`config.mk`:
```
export PLATFORM = sky130hd
export DESIGN_NAME = vga_elevator_display
export DESIGN_NICKNAME = d
export VERILOG_FILES = /design/src/rtl/vga_elevator_display_pkg.sv /design/src/rtl/vga_elevator_display_timing.sv /design/src/rtl/vga_elevator_display.sv
export SDC_FILE = /design/constraint.sdc
export NUM_CORES = 1
export LEC_CHECK = 0
export CAP_MARGIN = 25
export CORE_MARGIN = 10
export CORE_UTILIZATION = 50
export CTS_BUF_LIST = sky130_fd_sc_hd__clkbuf_2 sky130_fd_sc_hd__clkbuf_4 sky130_fd_sc_hd__clkbuf_8
export CTS_CLUSTER_SIZE = 10
export DETAILED_ROUTE_END_ITERATION = 8
export PLACE_DENSITY = 0.76
export RECOVER_POWER = 100
export SETUP_SLACK_MARGIN = 0.1
export SLEW_MARGIN = 5
export SYNTH_ARGS = -nofsm -noshare
export SYNTH_HDL_FRONTEND = slang
export SYNTH_SLANG_ARGS = --single-unit
```
`constraint.sdc`:
```
create_clock -name pixel_clk -period 3.7 [get_ports pixel_clk]
set_clock_uncertainty 0.2 [all_clocks]
set_input_delay 0.555 -clock pixel_clk [delete_from_list [all_inputs] [get_ports pixel_clk]]
set_output_delay 0.555 -clock pixel_clk [all_outputs]
set_load 0.03 [all_outputs]
```
`src/rtl/vga_elevator_display_pkg.sv`:
```
// Shared raster defaults, controller state encoding and 12-bit palette
// for the elevator VGA view.
package vga_pkg;
  localparam int H_ACTIVE_DEF = 640;
  localparam int H_FP_DEF     = 16;
  localparam int H_SYNC_DEF   = 96;
  localparam int H_BP_DEF     = 48;
  localparam int V_ACTIVE_DEF = 480;
  localparam int V_FP_DEF     = 10;
  localparam int V_SYNC_DEF   = 2;
  localparam int V_BP_DEF     = 33;
  localparam int H_TOTAL      = H_ACTIVE_DEF + H_FP_DEF + H_SYNC_DEF + H_BP_DEF;
  localparam int V_TOTAL      = V_ACTIVE_DEF + V_FP_DEF + V_SYNC_DEF + V_BP_DEF;

  localparam int CNT_W        = 10;
  localparam int BORDER_PX    = 2;
  localparam int CAR_INSET_PX = 8;

  typedef enum logic [1:0] {
    ST_IDLE  = 2'b00,
    ST_RUN   = 2'b01,
    ST_STOP  = 2'b10,
    ST_MAINT = 2'b11
  } sim_state_t;

  localparam logic [11:0] COL_BLACK  = 12'h000;
  localparam logic [11:0] COL_WHITE  = 12'hFFF;
  localparam logic [11:0] COL_GREEN  = 12'h0F0;
  localparam logic [11:0] COL_BLUE   = 12'h00F;
  localparam logic [11:0] COL_YELLOW = 12'hFF0;
  localparam logic [11:0] COL_RED    = 12'hF00;
  localparam logic [11:0] COL_GREY   = 12'h888;

  function automatic int span_total(input int active, input int fp,
                                    input int sync, input int bp);
    return active + fp + sync + bp;
  endfunction
endpackage

```
`src/rtl/vga_elevator_display_timing.sv`:
```
// Free-running raster counters with sync, active-area and frame-origin decode.
// Everything here is combinational off the counters; the top registers it.
module vga_timing
  import vga_pkg::*;
#(
  parameter int H_ACTIVE = H_ACTIVE_DEF,
  parameter int H_FP     = H_FP_DEF,
  parameter int H_SYNC   = H_SYNC_DEF,
  parameter int H_BP     = H_BP_DEF,
  parameter int V_ACTIVE = V_ACTIVE_DEF,
  parameter int V_FP     = V_FP_DEF,
  parameter int V_SYNC   = V_SYNC_DEF,
  parameter int V_BP     = V_BP_DEF,
  parameter bit SYNC_POL = 1'b0
) (
  input  logic             pixel_clk_i,
  input  logic             rst_n_i,
  output logic [CNT_W-1:0] h_o,
  output logic [CNT_W-1:0] v_o,
  output logic             hsync_o,
  output logic             vsync_o,
  output logic             active_o,
  output logic             frame_tick_o
);
  localparam int HT = span_total(H_ACTIVE, H_FP, H_SYNC, H_BP);
  localparam int VT = span_total(V_ACTIVE, V_FP, V_SYNC, V_BP);
  localparam logic [CNT_W-1:0] H_LAST = CNT_W'(HT - 1);
  localparam logic [CNT_W-1:0] V_LAST = CNT_W'(VT - 1);
  localparam logic [CNT_W-1:0] H_ACT  = CNT_W'(H_ACTIVE);
  localparam logic [CNT_W-1:0] V_ACT  = CNT_W'(V_ACTIVE);
  localparam logic [CNT_W-1:0] HS_BEG = CNT_W'(H_ACTIVE + H_FP);
  localparam logic [CNT_W-1:0] HS_END = CNT_W'(H_ACTIVE + H_FP + H_SYNC);
  localparam logic [CNT_W-1:0] VS_BEG = CNT_W'(V_ACTIVE + V_FP);
  localparam logic [CNT_W-1:0] VS_END = CNT_W'(V_ACTIVE + V_FP + V_SYNC);

  logic [CNT_W-1:0] h_q, h_d, v_q, v_d;

  always_comb begin
    h_d = h_q + 1'b1;
    v_d = v_q;
    if (h_q == H_LAST) begin
      h_d = '0;
      v_d = (v_q == V_LAST) ? '0 : v_q + 1'b1;
    end
  end

  always_ff @(posedge pixel_clk_i or negedge rst_n_i) begin
    if (!rst_n_i) begin
      h_q <= '0;
      v_q <= '0;
    end else begin
      h_q <= h_d;
      v_q <= v_d;
    end
  end

  assign h_o          = h_q;
  assign v_o          = v_q;
  assign hsync_o      = (h_q >= HS_BEG && h_q < HS_END) ? SYNC_POL : ~SYNC_POL;
  assign vsync_o      = (v_q >= VS_BEG && v_q < VS_END) ? SYNC_POL : ~SYNC_POL;
  assign active_o     = (h_q < H_ACT) && (v_q < V_ACT);
  assign frame_tick_o = (h_q == '0) && (v_q == '0);
endmodule

```
`src/rtl/vga_elevator_display.sv`:
```
// Elevator shaft view: per-car glide toward the commanded floor, STOP blink,
// pixel shader and a single output register stage aligning sync/counts/RGB.
module vga_elevator_display
  import vga_pkg::*;
#(
  parameter int N_ELEV       = 2,
  parameter int FLOOR_W      = 4,
  parameter int N_FLOORS     = 7,
  parameter int FLOOR_PX     = 60,
  parameter int STEP_PX      = 4,
  parameter int BLINK_FRAMES = 30,
  parameter int H_ACTIVE     = H_ACTIVE_DEF,
  parameter int H_FP         = H_FP_DEF,
  parameter int H_SYNC       = H_SYNC_DEF,
  parameter int H_BP         = H_BP_DEF,
  parameter int V_ACTIVE     = V_ACTIVE_DEF,
  parameter int V_FP         = V_FP_DEF,
  parameter int V_SYNC       = V_SYNC_DEF,
  parameter int V_BP         = V_BP_DEF,
  parameter bit SYNC_POL     = 1'b0
) (
  input  logic                      pixel_clk,
  input  logic                      reset,
  input  logic [N_ELEV*FLOOR_W-1:0] destination,
  input  logic [1:0]                sim_state,
  output logic                      hsync,
  output logic                      vsync,
  output logic [CNT_W-1:0]          horiz_count,
  output logic [CNT_W-1:0]          vert_count,
  output logic [3:0]                R,
  output logic [3:0]                G,
  output logic [3:0]                B,
  output logic                      frame_start,
  output logic [N_ELEV-1:0]         arrived
);
  localparam int BLK_W = (BLINK_FRAMES > 1) ? $clog2(BLINK_FRAMES) : 1;
  localparam logic [BLK_W-1:0] BLK_LAST = BLK_W'(BLINK_FRAMES - 1);
  localparam logic [CNT_W-1:0] STEP     = CNT_W'(STEP_PX);

  sim_state_t state;
  assign state = sim_state_t'(sim_state);

  logic [CNT_W-1:0] h, v;
  logic             hsync_c, vsync_c, active, frame_tick;

  vga_timing #(
    .H_ACTIVE(H_ACTIVE), .H_FP(H_FP), .H_SYNC(H_SYNC), .H_BP(H_BP),
    .V_ACTIVE(V_ACTIVE), .V_FP(V_FP), .V_SYNC(V_SYNC), .V_BP(V_BP),
    .SYNC_POL(SYNC_POL)
  ) u_timing (
    .pixel_clk_i (pixel_clk),
    .rst_n_i     (reset),
    .h_o         (h),
    .v_o         (v),
    .hsync_o     (hsync_c),
    .vsync_o     (vsync_c),
    .active_o    (active),
    .frame_tick_o(frame_tick)
  );

  logic [N_ELEV-1:0][CNT_W-1:0] pos_q, pos_d, tgt_q, tgt_d;
  logic [N_ELEV-1:0]            car_hit, border_hit;
  logic [BLK_W-1:0]             blink_cnt_q;
  logic                         blink_on_q, stop_q, blink_on;
  logic [11:0]                  pix_d;

  function automatic logic [CNT_W-1:0] floor_to_px(input logic [FLOOR_W-1:0] fl);
    int f;
    f = (int'(fl) >= N_FLOORS) ? N_FLOORS - 1 : int'(fl);
    return CNT_W'(f * FLOOR_PX);
  endfunction

  function automatic logic [11:0] car_colour(input sim_state_t st, input logic arr,
                                             input logic on);
    logic [11:0] c;
    case (st)
      ST_RUN:  c = arr ? COL_BLUE : COL_GREEN;
      ST_IDLE: c = COL_YELLOW;
      ST_STOP: c = on ? COL_RED : COL_BLACK;
      default: c = COL_GREY;
    endcase
    return c;
  endfunction

  for (genvar i = 0; i < N_ELEV; i++) begin : g_car
    localparam int X0 = i * H_ACTIVE / N_ELEV;
    localparam int X1 = (i + 1) * H_ACTIVE / N_ELEV;
    logic [CNT_W-1:0] cur, tgt;

    assign cur      = pos_q[i];
    assign tgt      = floor_to_px(destination[i*FLOOR_W +: FLOOR_W]);
    assign tgt_d[i] = tgt;
    // Motion uses the freshly latched target, so a reversal takes effect on this update.
    assign pos_d[i] = (state != ST_RUN) ? cur
                    : (cur < tgt) ? ((tgt - cur > STEP) ? cur + STEP : tgt)
                    : ((cur - tgt > STEP) ? cur - STEP : tgt);
    assign arrived[i] = (pos_q[i] == tgt_q[i]);

    assign border_hit[i] = (int'(h) >= X0 && int'(h) < X0 + BORDER_PX) ||
                           (int'(h) >= X1 - BORDER_PX && int'(h) < X1);
    // Row window written additively to stay unsigned near the top of the shaft.
    assign car_hit[i] = (int'(h) >= X0 + CAR_INSET_PX) && (int'(h) < X1 - CAR_INSET_PX) &&
                        (int'(v) + int'(cur) + FLOOR_PX >= V_ACTIVE + 2) &&
                        (int'(v) + int'(cur) + 2 < V_ACTIVE);
  end

  // The entry cycle itself must already show phase-on, before the counter reloads.
  assign blink_on = blink_on_q || (state == ST_STOP && !stop_q);

  always_comb begin
    pix_d = COL_BLACK;
    if (active) begin
      for (int i = 0; i < N_ELEV; i++) begin
        if (car_hit[i])    pix_d = car_colour(state, arrived[i], blink_on);
        if (border_hit[i]) pix_d = COL_WHITE;
      end
    end
  end

  always_ff @(posedge pixel_clk or negedge reset) begin
    if (!reset) begin
      pos_q       <= '0;
      tgt_q       <= '0;
      stop_q      <= 1'b0;
      blink_on_q  <= 1'b1;
      blink_cnt_q <= '0;
      hsync       <= ~SYNC_POL;
      vsync       <= ~SYNC_POL;
      horiz_count <= '0;
      vert_count  <= '0;
      {R, G, B}   <= '0;
      frame_start <= 1'b0;
    end else begin
      stop_q <= (state == ST_STOP);
      if (frame_tick) begin
        pos_q <= pos_d;
        tgt_q <= tgt_d;
      end
      if (state == ST_STOP && !stop_q) begin
        blink_cnt_q <= '0;
        blink_on_q  <= 1'b1;
      end else if (frame_tick) begin
        if (blink_cnt_q == BLK_LAST) begin
          blink_cnt_q <= '0;
          blink_on_q  <= ~blink_on_q;
        end else begin
          blink_cnt_q <= blink_cnt_q + 1'b1;
        end
      end
      hsync       <= hsync_c;
      vsync       <= vsync_c;
      horiz_count <= h;
      vert_count  <= v;
      {R, G, B}   <= pix_d;
      frame_start <= frame_tick;
    end
  end
endmodule
```
==> impl_results.rst <==
.. list-table::
   :header-rows: 1

   * - Metric
     - Value
   * - Status
     - complete, but fails checks
   * - Failing checks
     - capacitance limit, setup timing
   * - Synth Cell Area
     - 7989 um^2
   * - Ys flop type
     - sky130_fd_sc_hd__dfrtp_1
   * - Signal arrival time at the worst endpoint
     - 4.82 ns
   * - Static power due to leakage
     - 4.848 nW
   * - Total number of placement rows
     - 46
   * - Portion of the post-synthesis area used by sequential elements
     - 27.61%
   * - Number of buffers on the longest clock path
     - 2
   * - Biggest area contributors in the synthesized netlist
     - sky130_fd_sc_hd__dfrtp_1, sky130_fd_sc_hd__ha_1, sky130_fd_sc_hd__xnor2_1
   * - Class of the most critical setup path
     - in2reg
   * - Later-pin clock latency in the skew report
     - 0.38 ns
   * - Power density of the placed cells
     - 463.0 nW/um^2
   * - Largest net degree at the start of global routing
     - 79
   * - CTS tree
     - yes
   * - Maximum fanout along the worst path
     - 6
   * - Clock sink count
     - 88
   * - Avg Vias per Cell
     - 5.802
   * - Area growth syn-to-layout
     - 34.33%
   * - Worst r2r path cells
     - 12
   * - Share of final-layout standard cells stronger than drive strength 1
     - 29.90%
   * - Clock tree root buffer cell
     - sky130_fd_sc_hd__clkbuf_8
   * - Crit path setup slack, layout
     - -1.015 ns
   * - H-tree depth
     - 3
   * - Worst R2R Setup Slack
     - 0.13 ns
   * - Total CTS buffers
     - 9
   * - CP Data Required Time
     - 3.81 ns
   * - RSZ-0062 raised after global routing
     - yes
   * - Leading cell types in the layout, fill and taps excluded
     - sky130_fd_sc_hd__buf_4, sky130_fd_sc_hd__dfrtp_1, sky130_fd_sc_hd__nand2_1
   * - Half-perimeter wire length after detailed placement
     - 16560 um
   * - Synth Register Bits
     - 88
   * - Effective utilization at floorplan
     - 50.66%
   * - GP Congestion
     - 0.8906
   * - Count of buffers inserted at the top-level ports
     - 48
   * - Minimum clock period after layout
     - 4.715 ns
   * - Residual DRC
     - 0
   * - Most common cell after layout, fill and taps aside
     - sky130_fd_sc_hd__buf_4
   * - Slew margin rel.
     - 0.1429%
   * - Count of boundary I/O pins
     - 49
   * - Peak ir drop on the vdd network
     - 249.7 uV
   * - CTS clock-pin slew for the worst setup and hold paths
     - 0.08 ns
   * - Worst hold path cell count
     - 0
   * - Total Power Consumption
     - 0.004969 W
   * - Number of maximum-capacitance constraint violations
     - 1
   * - Count of warnings emitted by yosys
     - 0
   * - Post-Synthesis Cells
     - 914
   * - Width of the die
     - 146.4 um
   * - GRT Util Overall
     - 19.52%
   * - First-pass iteration count of the detailed router
     - 5
   * - Count of flip-flops with a built-in enable after synthesis
     - 0
   * - Die Outline Area
     - 21430 um^2
   * - Wire length per cell after detailed routing
     - 17.17 um
   * - Initial antenna violation count
     - 2
   * - Initial drt markers
     - 651
   * - Post-detailed-routing wire length
     - 22920 um
   * - Mean cell area of the mapped netlist
     - 8.741 um^2
   * - Die extent in y
     - 146.4 um
   * - Category of the worst setup path capture point
     - flop
   * - Part of the cycle the worst path needs
     - 127.4%
   * - Minimum hold slack
     - 0.2705 ns
   * - Element type at the critical path start
     - input pin
   * - Portion of synthesized cell area occupied by the leading cell type
     - 26.62%
   * - Via count of the first global-routing pass
     - 7306
   * - Layout net count
     - 1215
   * - Least-Margin Pin Slew
     - 1.498 ns
   * - Post-route ant nets
     - 0
   * - Peak clock frequency supported by timing
     - 212.1 MHz
   * - Final setup viols
     - 16
   * - Final Max Tran Viols
     - 0
   * - GRT overflow
     - 0
   * - Library cell occupying the most area in the post-synthesis netlist
     - sky130_fd_sc_hd__dfrtp_1
   * - Fin. Hold Viols
     - 0
   * - Core Region
     - 15770 um^2
   * - Worst hold path class
     - reg2reg
   * - Ys async rst share
     - 100.0%
   * - Global-route wire length before repair
     - 35180 um
   * - Via count of the routed design
     - 7746
   * - Library cells used by synthesis
     - 95
[per-stage QoR]
step	area [um^2]	instances	TNS [ns]	worst slack (ns)	util, %
after floorplan	8235	919	-10.56	-0.8803	-
after global placement	9707	1266	-27.09	-1.808	61.55
after detailed placement	9707	1266	-29.99	-1.900	61.55
after CTS	10320	1315	-14.41	-0.9789	65.43
after global routing	10730	1333	-17.23	-1.214	68.02
final	10730	1335	-14.57	-1.015	68.05
[logic make-up (layout without fill, tap and decap cells)]
| logic type | count (synthesis) | count (layout) | synth area share [%] |
|---|---|---|---|
| compound gates | 247 | 247 | 22.44 |
| simple gates | 301 | 301 | 20.00 |
| flops | 88 | 88 | 27.61 |
| mux | 13 | 13 | 1.676 |
| xor+xnor | 66 | 66 | 7.236 |
| other cells | 1 | 8 | 0.04694 |
| buf+inv | 107 | 305 | 5.795 |
| fa+ha+maj | 91 | 91 | 15.19 |
[metal layers]
layer | share of wire [%] | routed length (um) | vias to the layer above | track usage [%]
li1 | - | - | 3709 | -
met3 | 5.8 | 1325 | 58 | 4.079
met1 | 42 | 9540 | 3725 | 23.76
met2 | 50 | 11470 | 254 | 33.05
met4 | 2.6 | 590 | 0 | 7.608
met5 | 0 | 0 | - | 0
[synthesized netlist by cell type, types with 4 or more instances]
master and instances:
sky130_fd_sc_hd__a211o_1 4, sky130_fd_sc_hd__a211oi_1 6, sky130_fd_sc_hd__a211oi_2 5, sky130_fd_sc_hd__a21o_1 12, sky130_fd_sc_hd__a21oi_1 48, sky130_fd_sc_hd__a221oi_1 4, sky130_fd_sc_hd__a31oi_1 5, sky130_fd_sc_hd__and2_1 5
sky130_fd_sc_hd__and3_1 13, sky130_fd_sc_hd__and4_1 4, sky130_fd_sc_hd__buf_2 8, sky130_fd_sc_hd__buf_4 7, sky130_fd_sc_hd__clkbuf_1 23, sky130_fd_sc_hd__dfrtp_1 85, sky130_fd_sc_hd__fa_1 10, sky130_fd_sc_hd__ha_1 81
sky130_fd_sc_hd__inv_1 64, sky130_fd_sc_hd__mux2i_1 10, sky130_fd_sc_hd__nand2_1 66, sky130_fd_sc_hd__nand2b_1 14, sky130_fd_sc_hd__nand3_1 32, sky130_fd_sc_hd__nand3b_1 7, sky130_fd_sc_hd__nand4_1 16, sky130_fd_sc_hd__nor2_1 49
sky130_fd_sc_hd__nor2b_1 12, sky130_fd_sc_hd__nor3_1 29, sky130_fd_sc_hd__nor4_1 8, sky130_fd_sc_hd__o2111ai_1 5, sky130_fd_sc_hd__o211ai_1 11, sky130_fd_sc_hd__o21a_1 10, sky130_fd_sc_hd__o21ai_0 59, sky130_fd_sc_hd__o21bai_1 4
sky130_fd_sc_hd__o221ai_1 6, sky130_fd_sc_hd__o22ai_1 7, sky130_fd_sc_hd__o31a_1 5, sky130_fd_sc_hd__o31ai_1 8, sky130_fd_sc_hd__or2_2 10, sky130_fd_sc_hd__or3_1 14, sky130_fd_sc_hd__xnor2_1 45, sky130_fd_sc_hd__xor2_1 21
[registers in the layout (all words and copies together), names as in the netlist, 2 cells and up]
register and cells:
u_timing.v_o 10, tgt_q 16, vert_count 10, u_timing.h_o 10, R 2, B 2, blink_cnt_q 5, G 2
g_car.cur 16, horiz_count 10
[final timing paths]
kind | endpoint | start
min in group asynchronous | vert_count[4] | reset
worst max-delay path | g_car[0].cur[8] | destination[3]
worst min register to register | vert_count[3] | u_timing.v_o[3]
worst max register to register | G[3] | g_car[0].cur[2]
worst min-delay path | vert_count[3] | u_timing.v_o[3]
max in group asynchronous | u_timing.h_o[9] | reset
[layout make-up]
class	instances	area, um^2
flip-flops and latches	88	2206
well taps	216	270.3
clock inverters	6	68.82
inverters	64	240.2
diodes	2	5.005
fillers	1249	5039
multi-input cells	724	5993
repair buffers	225	1810
clock buffers	10	137.6
[worst max-delay path, cell delays in order]
cell	delay, ns
sky130_fd_sc_hd__buf_6	0.09
sky130_fd_sc_hd__nand3b_1	0.18
sky130_fd_sc_hd__fa_1	0.51
sky130_fd_sc_hd__inv_2	0.05
sky130_fd_sc_hd__fa_1	0.56
sky130_fd_sc_hd__inv_2	0.04
sky130_fd_sc_hd__fa_2	0.34
sky130_fd_sc_hd__buf_4	0.15
sky130_fd_sc_hd__xor2_2	0.17
sky130_fd_sc_hd__inv_2	0.07
sky130_fd_sc_hd__ha_4	0.24
sky130_fd_sc_hd__nor2b_1	0.14
sky130_fd_sc_hd__a21oi_1	0.14
sky130_fd_sc_hd__a21bo_2	0.23
sky130_fd_sc_hd__a211o_1	0.33
sky130_fd_sc_hd__o31ai_2	0.32
sky130_fd_sc_hd__buf_4	0.23
sky130_fd_sc_hd__o22ai_2	0.10
sky130_fd_sc_hd__a22oi_1	0.19
sky130_fd_sc_hd__o31a_1	0.17
[repair_timing]
item                       in CTS  in global routing
hold endpoints to repair        0                 28
pin swaps                      42                 50
buffers inserted               32                 16
resized for setup              67                 67
hold buffers                    0                  1
gates cloned                    1                  1
setup endpoints to repair      18                 21
[power breakdown]
group	total (W)	internal [W]	leakage, nW	switching, W
sequential	0.00112	0.00104	1.12	0.0000719
combinational	0.00317	0.00161	3.62	0.00156
clock	0.000688	0.000332	0.102	0.000356
total	0.00497	0.00298	4.85	0.00199
No activity file was read; power rests on OpenSTA's default activity.
